**config.mk**
```make
export PLATFORM = sky130hd
export DESIGN_NAME = stream_decrypter_flat
export DESIGN_NICKNAME = d
export VERILOG_FILES = /design/src/rtl/stream_decrypter_if.sv /design/src/rtl/stream_decrypter.sv /design/src/flat_wrapper.sv
export SDC_FILE = /design/constraint.sdc
export NUM_CORES = 1
export LEC_CHECK = 0
export CORE_ASPECT_RATIO = 1.5
export CORE_UTILIZATION = 44
export DETAILED_ROUTE_END_ITERATION = 7
export PLACE_DENSITY = 0.74
export SETUP_SLACK_MARGIN = 0.4
export SLEW_MARGIN = 5
export SYNTH_ARGS = -nofsm -noshare
export SYNTH_HDL_FRONTEND = slang
export SYNTH_SLANG_ARGS = --single-unit
```
**constraint.sdc**
```tcl
create_clock -name clk -period 1.7 [get_ports clk]
set_input_delay 0.255 -clock clk [delete_from_list [all_inputs] [get_ports clk]]
set_output_delay 0.255 -clock clk [all_outputs]
set_load 0.005 [all_outputs]
```
**src/rtl/stream_decrypter_if.sv**
```systemverilog
// Ciphertext-in / plaintext-out handshake bundle for stream_decrypter.
// The slave modport is the decrypter side; master is the link/consumer side.
interface stream_decrypter_if #(
   parameter int BYTE_W = 8
);
   logic              in_valid;
   logic              in_bit;
   logic              in_ready;
   logic              out_valid;
   logic [BYTE_W-1:0] out_data;
   logic              out_ready;

   modport slave (
      input  in_valid, in_bit, out_ready,
      output in_ready, out_valid, out_data
   );

   modport master (
      output in_valid, in_bit, out_ready,
      input  in_ready, out_valid, out_data
   );
endinterface

```
**src/rtl/stream_decrypter.sv**
```systemverilog
// Serial ARX-keystream decrypter assembling recovered plaintext into BYTE_W-bit words.
// Define STREAM_DEC_LSB_FIRST_EN to place the first bit of a word in out_data[0].
module stream_decrypter #(
   parameter int         BYTE_W = 8,
   parameter logic [3:0] CONST  = 4'b1101
) (
   input  logic                clk,
   input  logic                reset,
   input  logic                start_i,
   input  logic [7:0]          key_i,
   input  logic [1:0]          nonce_i,
   input  logic [1:0]          init_ctr_i,
   stream_decrypter_if.slave   bus,
   output logic                busy_o,
   output logic [1:0]          ctr_o
);

   localparam int CW = (BYTE_W > 2) ? $clog2(BYTE_W) : 1;

   typedef enum logic {IDLE, RUN} state_t;

   state_t            state_q;
   logic [7:0]        key_q;
   logic [1:0]        nonce_q;
   logic [1:0]        ctr_q;
   logic [CW-1:0]     bitCnt_q;
   logic [BYTE_W-1:0] shift_q;
   logic [BYTE_W-1:0] outData_q;
   logic              outValid_q;

   logic              ks;
   logic              plainBit;
   logic              lastBit;
   logic              inReady;
   logic              accept;
   logic              loadWord;
   logic [BYTE_W-1:0] nextWord;

   function automatic logic [3:0] sbox(input logic [3:0] x);
      case (x)
         4'h0: sbox = 4'h0;  4'h1: sbox = 4'hA;  4'h2: sbox = 4'hD;  4'h3: sbox = 4'h7;
         4'h4: sbox = 4'hE;  4'h5: sbox = 4'h4;  4'h6: sbox = 4'h3;  4'h7: sbox = 4'h9;
         4'h8: sbox = 4'h5;  4'h9: sbox = 4'hF;  4'hA: sbox = 4'h8;  4'hB: sbox = 4'h2;
         4'hC: sbox = 4'hB;  4'hD: sbox = 4'h1;  4'hE: sbox = 4'h6;  default: sbox = 4'hC;
      endcase
   endfunction

   // Only the second-round column selected by the counter is needed, so the
   // 2-bit index arithmetic wraps mod 4 for free.
   function automatic logic keystreamBit(input logic [7:0] k, input logic [1:0] n,
                                         input logic [1:0] c);
      logic [3:0] t;
      logic [3:0] r;
      logic [3:0] u [4];
      logic [3:0] f;
      t = {c, n};
      for (int i = 0; i < 4; i++) begin
         r    = sbox({CONST[3-i], k[7-2*i], k[6-2*i], t[3-i]});
         u[i] = {r[0], r[1], r[2], r[3]};
      end
      f = sbox({u[0][c], u[1][c + 2'd1], u[2][c + 2'd2], u[3][c + 2'd3]});
      keystreamBit = f[3];
   endfunction

   always_comb begin
      ks       = keystreamBit(key_q, nonce_q, ctr_q);
      plainBit = bus.in_bit ^ ks;
      lastBit  = (bitCnt_q == CW'(BYTE_W - 1));
      inReady  = (state_q == RUN) & ~(lastBit & outValid_q & ~bus.out_ready);
      accept   = bus.in_valid & inReady;
      loadWord = accept & lastBit & ~start_i;
`ifdef STREAM_DEC_LSB_FIRST_EN
      nextWord = {plainBit, shift_q[BYTE_W-1:1]};
`else
      nextWord = {shift_q[BYTE_W-2:0], plainBit};
`endif
   end

   // start takes priority over an accept in the same cycle and never touches
   // a word already waiting on the output port.
   always_ff @(posedge clk or posedge reset) begin
      if (reset) begin
         state_q    <= IDLE;
         key_q      <= '0;
         nonce_q    <= '0;
         ctr_q      <= '0;
         bitCnt_q   <= '0;
         shift_q    <= '0;
         outData_q  <= '0;
         outValid_q <= 1'b0;
      end else begin
         if (start_i) begin
            state_q  <= RUN;
            key_q    <= key_i;
            nonce_q  <= nonce_i;
            ctr_q    <= init_ctr_i;
            bitCnt_q <= '0;
         end else if (accept) begin
            shift_q <= nextWord;
            ctr_q   <= ctr_q + 2'd1;
            if (lastBit) begin
               bitCnt_q  <= '0;
               outData_q <= nextWord;
            end else begin
               bitCnt_q <= bitCnt_q + CW'(1);
            end
         end

         if (loadWord) begin
            outValid_q <= 1'b1;
         end else if (bus.out_ready) begin
            outValid_q <= 1'b0;
         end
      end
   end

   assign bus.in_ready  = inReady;
   assign bus.out_valid = outValid_q;
   assign bus.out_data  = outData_q;
   assign busy_o        = (state_q == RUN);
   assign ctr_o         = ctr_q;

endmodule

```
**src/flat_wrapper.sv**
```systemverilog
// flat-port wrapper written by rule: the top's interface ports become plain ports
module stream_decrypter_flat 
#(
   parameter int         BYTE_W = 8,
   parameter logic [3:0] CONST  = 4'b1101
)
  (clk, reset, start_i, key_i, nonce_i, init_ctr_i, busy_o, ctr_o, bus_in_valid, bus_in_bit, bus_out_ready, bus_in_ready, bus_out_valid, bus_out_data);
  stream_decrypter_if #(.BYTE_W(BYTE_W)) bus_i ();
  input  logic clk;
  input  logic reset;
  input  logic start_i;
  input  logic [7:0] key_i;
  input  logic [1:0] nonce_i;
  input  logic [1:0] init_ctr_i;
  output logic busy_o;
  output logic [1:0] ctr_o;
  input wire logic [$bits(bus_i.in_valid)-1:0] bus_in_valid;
  input wire logic [$bits(bus_i.in_bit)-1:0] bus_in_bit;
  input wire logic [$bits(bus_i.out_ready)-1:0] bus_out_ready;
  output wire logic [$bits(bus_i.in_ready)-1:0] bus_in_ready;
  output wire logic [$bits(bus_i.out_valid)-1:0] bus_out_valid;
  output wire logic [$bits(bus_i.out_data)-1:0] bus_out_data;
  assign bus_i.in_valid = bus_in_valid;
  assign bus_i.in_bit = bus_in_bit;
  assign bus_i.out_ready = bus_out_ready;
  assign bus_in_ready = bus_i.in_ready;
  assign bus_out_valid = bus_i.out_valid;
  assign bus_out_data = bus_i.out_data;
  stream_decrypter #(.BYTE_W(BYTE_W), .CONST(CONST)) u_core (.clk(clk), .reset(reset), .start_i(start_i), .key_i(key_i), .nonce_i(nonce_i), .init_ctr_i(init_ctr_i), .bus(bus_i), .busy_o(busy_o), .ctr_o(ctr_o));
endmodule
```
After elaboration in Yosys (flattened, before gate mapping)
Memories as Yosys holds them, arrays and structs flattened. Index checks and enable logic that the tools add are counted. W data, S select, Z words.

Register bits after elaboration: 32. Bits in read-only memories: 96. Word-level logic and storage cells: 72. Memories: 2. Input bits: 18. Output and inout port bits: 13.

Reductions and logical operators: 7. $lt $le $gt $ge: 4. $add $sub $neg: 4. Bitwise gates (word level): 10. Mux-type cells: 18. Equality and inequality tests: 19.

Memories: (no name shown) (depth 16, bits a word 4, rd ports 1, clocked after memory_dff 0, wr ports 0, line stream_decrypter.sv:40) `case (x)`; (no name shown) (depth 8, bits a word 4, rd ports 1, clocked after memory_dff 0, wr ports 0, line stream_decrypter.sv:40).

Operators with widths (count): $pmux W4 S7 (3); $eq A3 B3 Y1 const B (10); $eq A3 B2 Y1 const B (6); $lt A2 B3 Y1 const B (4); $eq A3 B1 Y1 const B (3); $logic_not A3 Y1 (3); $mux W3 (3); $bmux W1 S2 (4); $and A1 B1 Y1 (6); $mux W1 (6); $add A2 B2 Y2 const B (2); $mux W2 (2); $reduce_bool A2 Y1 (2); $add A3 B1 Y3 const B (1); $not A1 Y1 (3); $reduce_and A3 Y1 (1); $add A2 B1 Y2 const B (1); $reduce_and A2 Y1 (1); $xor A1 B1 Y1 (1).

Logic depth before layout (Yosys ltp)
Word-level depth: 9. Depth in mapped cells: 8. Depth with buffers taken out: 8.

Worst setup path after synthesis
Ideal clock, no wire load.

Path type: reg2reg. From: reg u_core.bitCnt_q[0]. To: reg u_core.outData_q[0] (netlist: u_core.bus.out_data[0]). Arrival time: 1651 ps. Period minus slack after synthesis: 1775 ps. Required time: 1575 ps. Setup slack: -75 ps. Cell stages (with the launch flop): 8. Path through: dfrtp_1 -> ha_1 -> ha_1 -> nand3b_1 -> and4b_1 -> buf_2 -> nand2_2 -> mux2_2.

Cells in the longest elaborated chain, start to end: 7.

Ends and longest elaborated chain: from (decl) (line stream_decrypter.sv:26) `logic [CW-1:0] bitCnt_q;`; from (signal assigned) (line stream_decrypter.sv:105) `bitCnt_q <= bitCnt_q + CW'(1);`; $eq A3 B3 Y1 (*) (line stream_decrypter.sv:68) `lastBit = (bitCnt_q == CW'(BYTE_W - 1));`; $and A1 B1 Y1 (2 in a row) (line stream_decrypter.sv:69) `inReady = (state_q == RUN) & ~(lastBit & outValid_q & ~bus.out_ready);`; $not A1 Y1 (line stream_decrypter.sv:69); $and A1 B1 Y1 (line stream_decrypter.sv:69); $and A1 B1 Y1 (line stream_decrypter.sv:70) `accept = bus.in_valid & inReady;`; $reduce_and A3 Y1 (no source line) (*); to (signal assigned) (line stream_decrypter.sv:103) `outData_q <= nextWord;`; to (decl) (line stream_decrypter.sv:28) `logic [BYTE_W-1:0] outData_q;`.

Mark *: on every way between the ends. The rest lies on a longest branch, timed or not. A chain may end at the register's enable or synchronous reset.

Final worst setup path
From: reg u_core.nonce_q[1]. To: reg u_core.outData_q[0] (netlist: u_core.bus.out_data[0]).

Cells in the longest elaborated chain, start to end: 5.

Ends and longest elaborated chain: from (decl) (line stream_decrypter.sv:24) `logic [1:0] nonce_q;`; from (signal assigned) (line stream_decrypter.sv:95) `nonce_q <= nonce_i;`; $mem_v2 Z8 W4; $bmux W1 S2 (line stream_decrypter.sv:61) `f = sbox({u[0][c], u[1][c + 2'd1], u[2][c + 2'd2], u[3][c + 2'd3]});`; $mux W1 (not written as such) (line stream_decrypter.sv:61); $mem_v2 Z16 W4; $xor A1 B1 Y1 (line stream_decrypter.sv:67) `plainBit = bus.in_bit ^ ks;`.

No other way between the ends. The select of a mux whose other input is x is not followed.

==> metrics <==
CP Data Required Time 1.87 ns; library cells used by synthesis 32; GRT Util Overall 20.1%; flops & latches, synth 30; minimum clock period after layout 1.84 ns; initial core utilization 47.6%; leakage 0.997 nW; Slew Limit Fails 0; Die Area 3450 µm²; DP Wirelength 2020 µm; Die Span Y 71.4 µm; Min-Delay Path Class input port to asynchronous set/reset pin; DRT Wirelength 3090 µm; failing checks negative setup slack; clock slew at reported path FFs 0.06 ns; Reg2Reg Launch Point u_core.nonce_q[1]; vias in the first global route 1,096; Root Buffer clkbuf_8; Worst Tran Pin Value 0.379 ns; Power Density 940 nW/µm²; via count 1,082; Mapped Cells 113; Clock Latency Late Sink 0.28 ns; H-tree Lvls 2; Final Hold Vio Count 0; Mapped Area 1410 µm²; EDFF count, synth 0; CP max FO 3; Vias/cell 5.30; Die X 48.3 µm; Post-route DRC 0; drt wl/cell 15.2 µm; Ant. Diodes 0; Area Overhead vs Synth 48.4%; clock buffer depth 2; relative slew slack 74.7%; YS warnings 0; R2R cell count 8; met3 Use GR 7.05%; Finished Core Util 70.6%; syn_nets 135; initial antenna violation count 0; GR Layer Usage met1 21.2%; VDD IR-drop max 0.779 mV; period utilization 108%; Final WS setup -0.139 ns; total CTS buffers 5; nature of the critical path startpoint flip-flop; clk_skew 0.00598 ns; wire length of the first global-routing pass 4820 µm; Arr. time, crit path 2.01 ns; Total Nets Final 187; CTS tree built; fmax 544 MHz; run status complete, but fails checks; critical path start-end classification flip-flop to flip-flop; commonest cells after routing, fill and taps aside dfrtp_1, mux2_2, clkdlybuf4s50_1, buf_4, dlygate4sd2_1; R2R Setup Slk -0.14 ns; post-synthesis sequential area ratio 53.1%; crit path from u_core.nonce_q[1]; maxcap violations 0; Setup crit end kind flip-flop; RSZ-0062 raised after global routing yes; grt ovf 0; Port Buffers 28; Synth Area in XOR/XNOR 4.96%; final setup fails 12; mux share of post-synthesis cell area 18.1%; Pre-antenna DRT Iters 4; layout cell share with drive strength beyond 1 45.5%; Reg2Reg Capture Point u_core.bus.out_data[0]; largest family of logic cells by synthesized area multiplexers; clock sinks 30; Initial DRC Count 23; Worst Hold Slack 0.359 ns; ys flop type dfrtp_1; syn_area_per_cell 12.5 µm²; FP Rows 24; most common cell after layout, fill and taps aside dfrtp_1; met2 usage 34.4%; pin count of the biggest net entering global routing 31; simple-gate share of the synthesized area 9.73%; Compound-Gate Fraction of Synth Area 7.17%; Pwr Total 1.97 mW; gr busiest metal met2; CORE AREA 2970 µm²; I/O pin count 31; async set-reset flop share out of synthesis 100%; Adder-Cell Fraction of Synth Area 3.54%; RD Place Congestion 0.720; post-route ant nets 0
kinds of logic after synthesis:
kind of cell               Yosys count
AOI/OAI and AO/OA                   16
xor gates and xnor gates             8
adders and majority gates            4
buffers and inverters                9
DFF                                 30
muxes                               23
and+or+nand+nor                     23
state kept, by name, summed over array words and instances (netlist names):
signal                cells
u_core.bus.out_data       8
u_core.busy_o             1
u_core.bus.out_valid      1
u_core.key_q              6
u_core.shift_q            7
u_core.ctr_o              2
u_core.nonce_q            2
u_core.bitCnt_q           3
power breakdown:
group | total (mW) | switching (mW) | internal, mW | leakage [nW]
logic | 0.513 | 0.195 | 0.318 | 0.578
registers | 0.929 | 0.0992 | 0.830 | 0.375
clock network | 0.531 | 0.258 | 0.274 | 0.0438
total | 1.97 | 0.552 | 1.42 | 0.997
worst max-delay path, cell delays in order (launching register included):
cell	delay (ns)
dfrtp_1	0.39
inv_2	0.09
ha_4	0.20
mux2i_2	0.17
xor2_1	0.19
a22oi_2	0.09
xnor2_2	0.16
xnor2_2	0.15
mux2_2	0.27
metrics by stage:
step	instances	cell area, µm²	setup WS [ns]	setup TNS [ns]
after floorplan	113	1460	0.0147	0
final	204	2100	-0.139	-0.431
after CTS	201	2040	-0.132	-0.351
after detailed placement	185	1840	-0.180	-1.32
after global routing	204	2100	-0.217	-1.41
after global placement	185	1840	-0.0764	-0.922
worst max path at each step:
stage / end / slack (ns)
global route: u_core.shift_q[0] / -0.22
global placement: u_core.shift_q[0] / -0.08
CTS: u_core.shift_q[0] / -0.13
floorplan: u_core.shift_q[0] / 0.01
detailed placement: u_core.shift_q[0] / -0.18
finish: u_core.bus.out_data[0] / -0.14
layout make-up:
type	count	area (µm²)
clock buffer	5	68.8
clock inverter	2	10.0
timing repair buffer	50	468
sequential	30	753
fill	201	875
multi-input combinational	74	734
inverter	4	15.0
tap	39	48.8
synthesized netlist by cell type (all sizes together), types with 2 or more instances:
| cell type | instances | share of area (%) |
|---|---|---|
| a21oi | 5 | 1.8 |
| buf | 4 | 2.0 |
| dfrtp | 30 | 53 |
| ha | 4 | 3.5 |
| inv | 4 | 1.1 |
| mux2 | 21 | 17 |
| mux2i | 2 | 1.4 |
| nand2 | 6 | 1.8 |
| nand2b | 2 | 1.4 |
| nor2 | 5 | 1.3 |
| nor3b | 3 | 1.6 |
| o21ai | 5 | 1.8 |
| xnor2 | 5 | 3.1 |
| xor2 | 3 | 1.9 |
repair_timing:
action | 4_1_cts | 5_1_grt
pin swaps | 6 | 7
endpoints found under the setup margin | 34 | 24
setup buffers | 9 | 3
hold buffers | 0 | 0
gates resized for setup | 45 | 6
metal layers:
metal	routed length (µm)	part of all wire [%]
met5	0	0
met3	146	4.7
met4	35	1.1
met1	1150	37
met2	1760	57
Note: power is estimated with default switching activity, not from simulation.
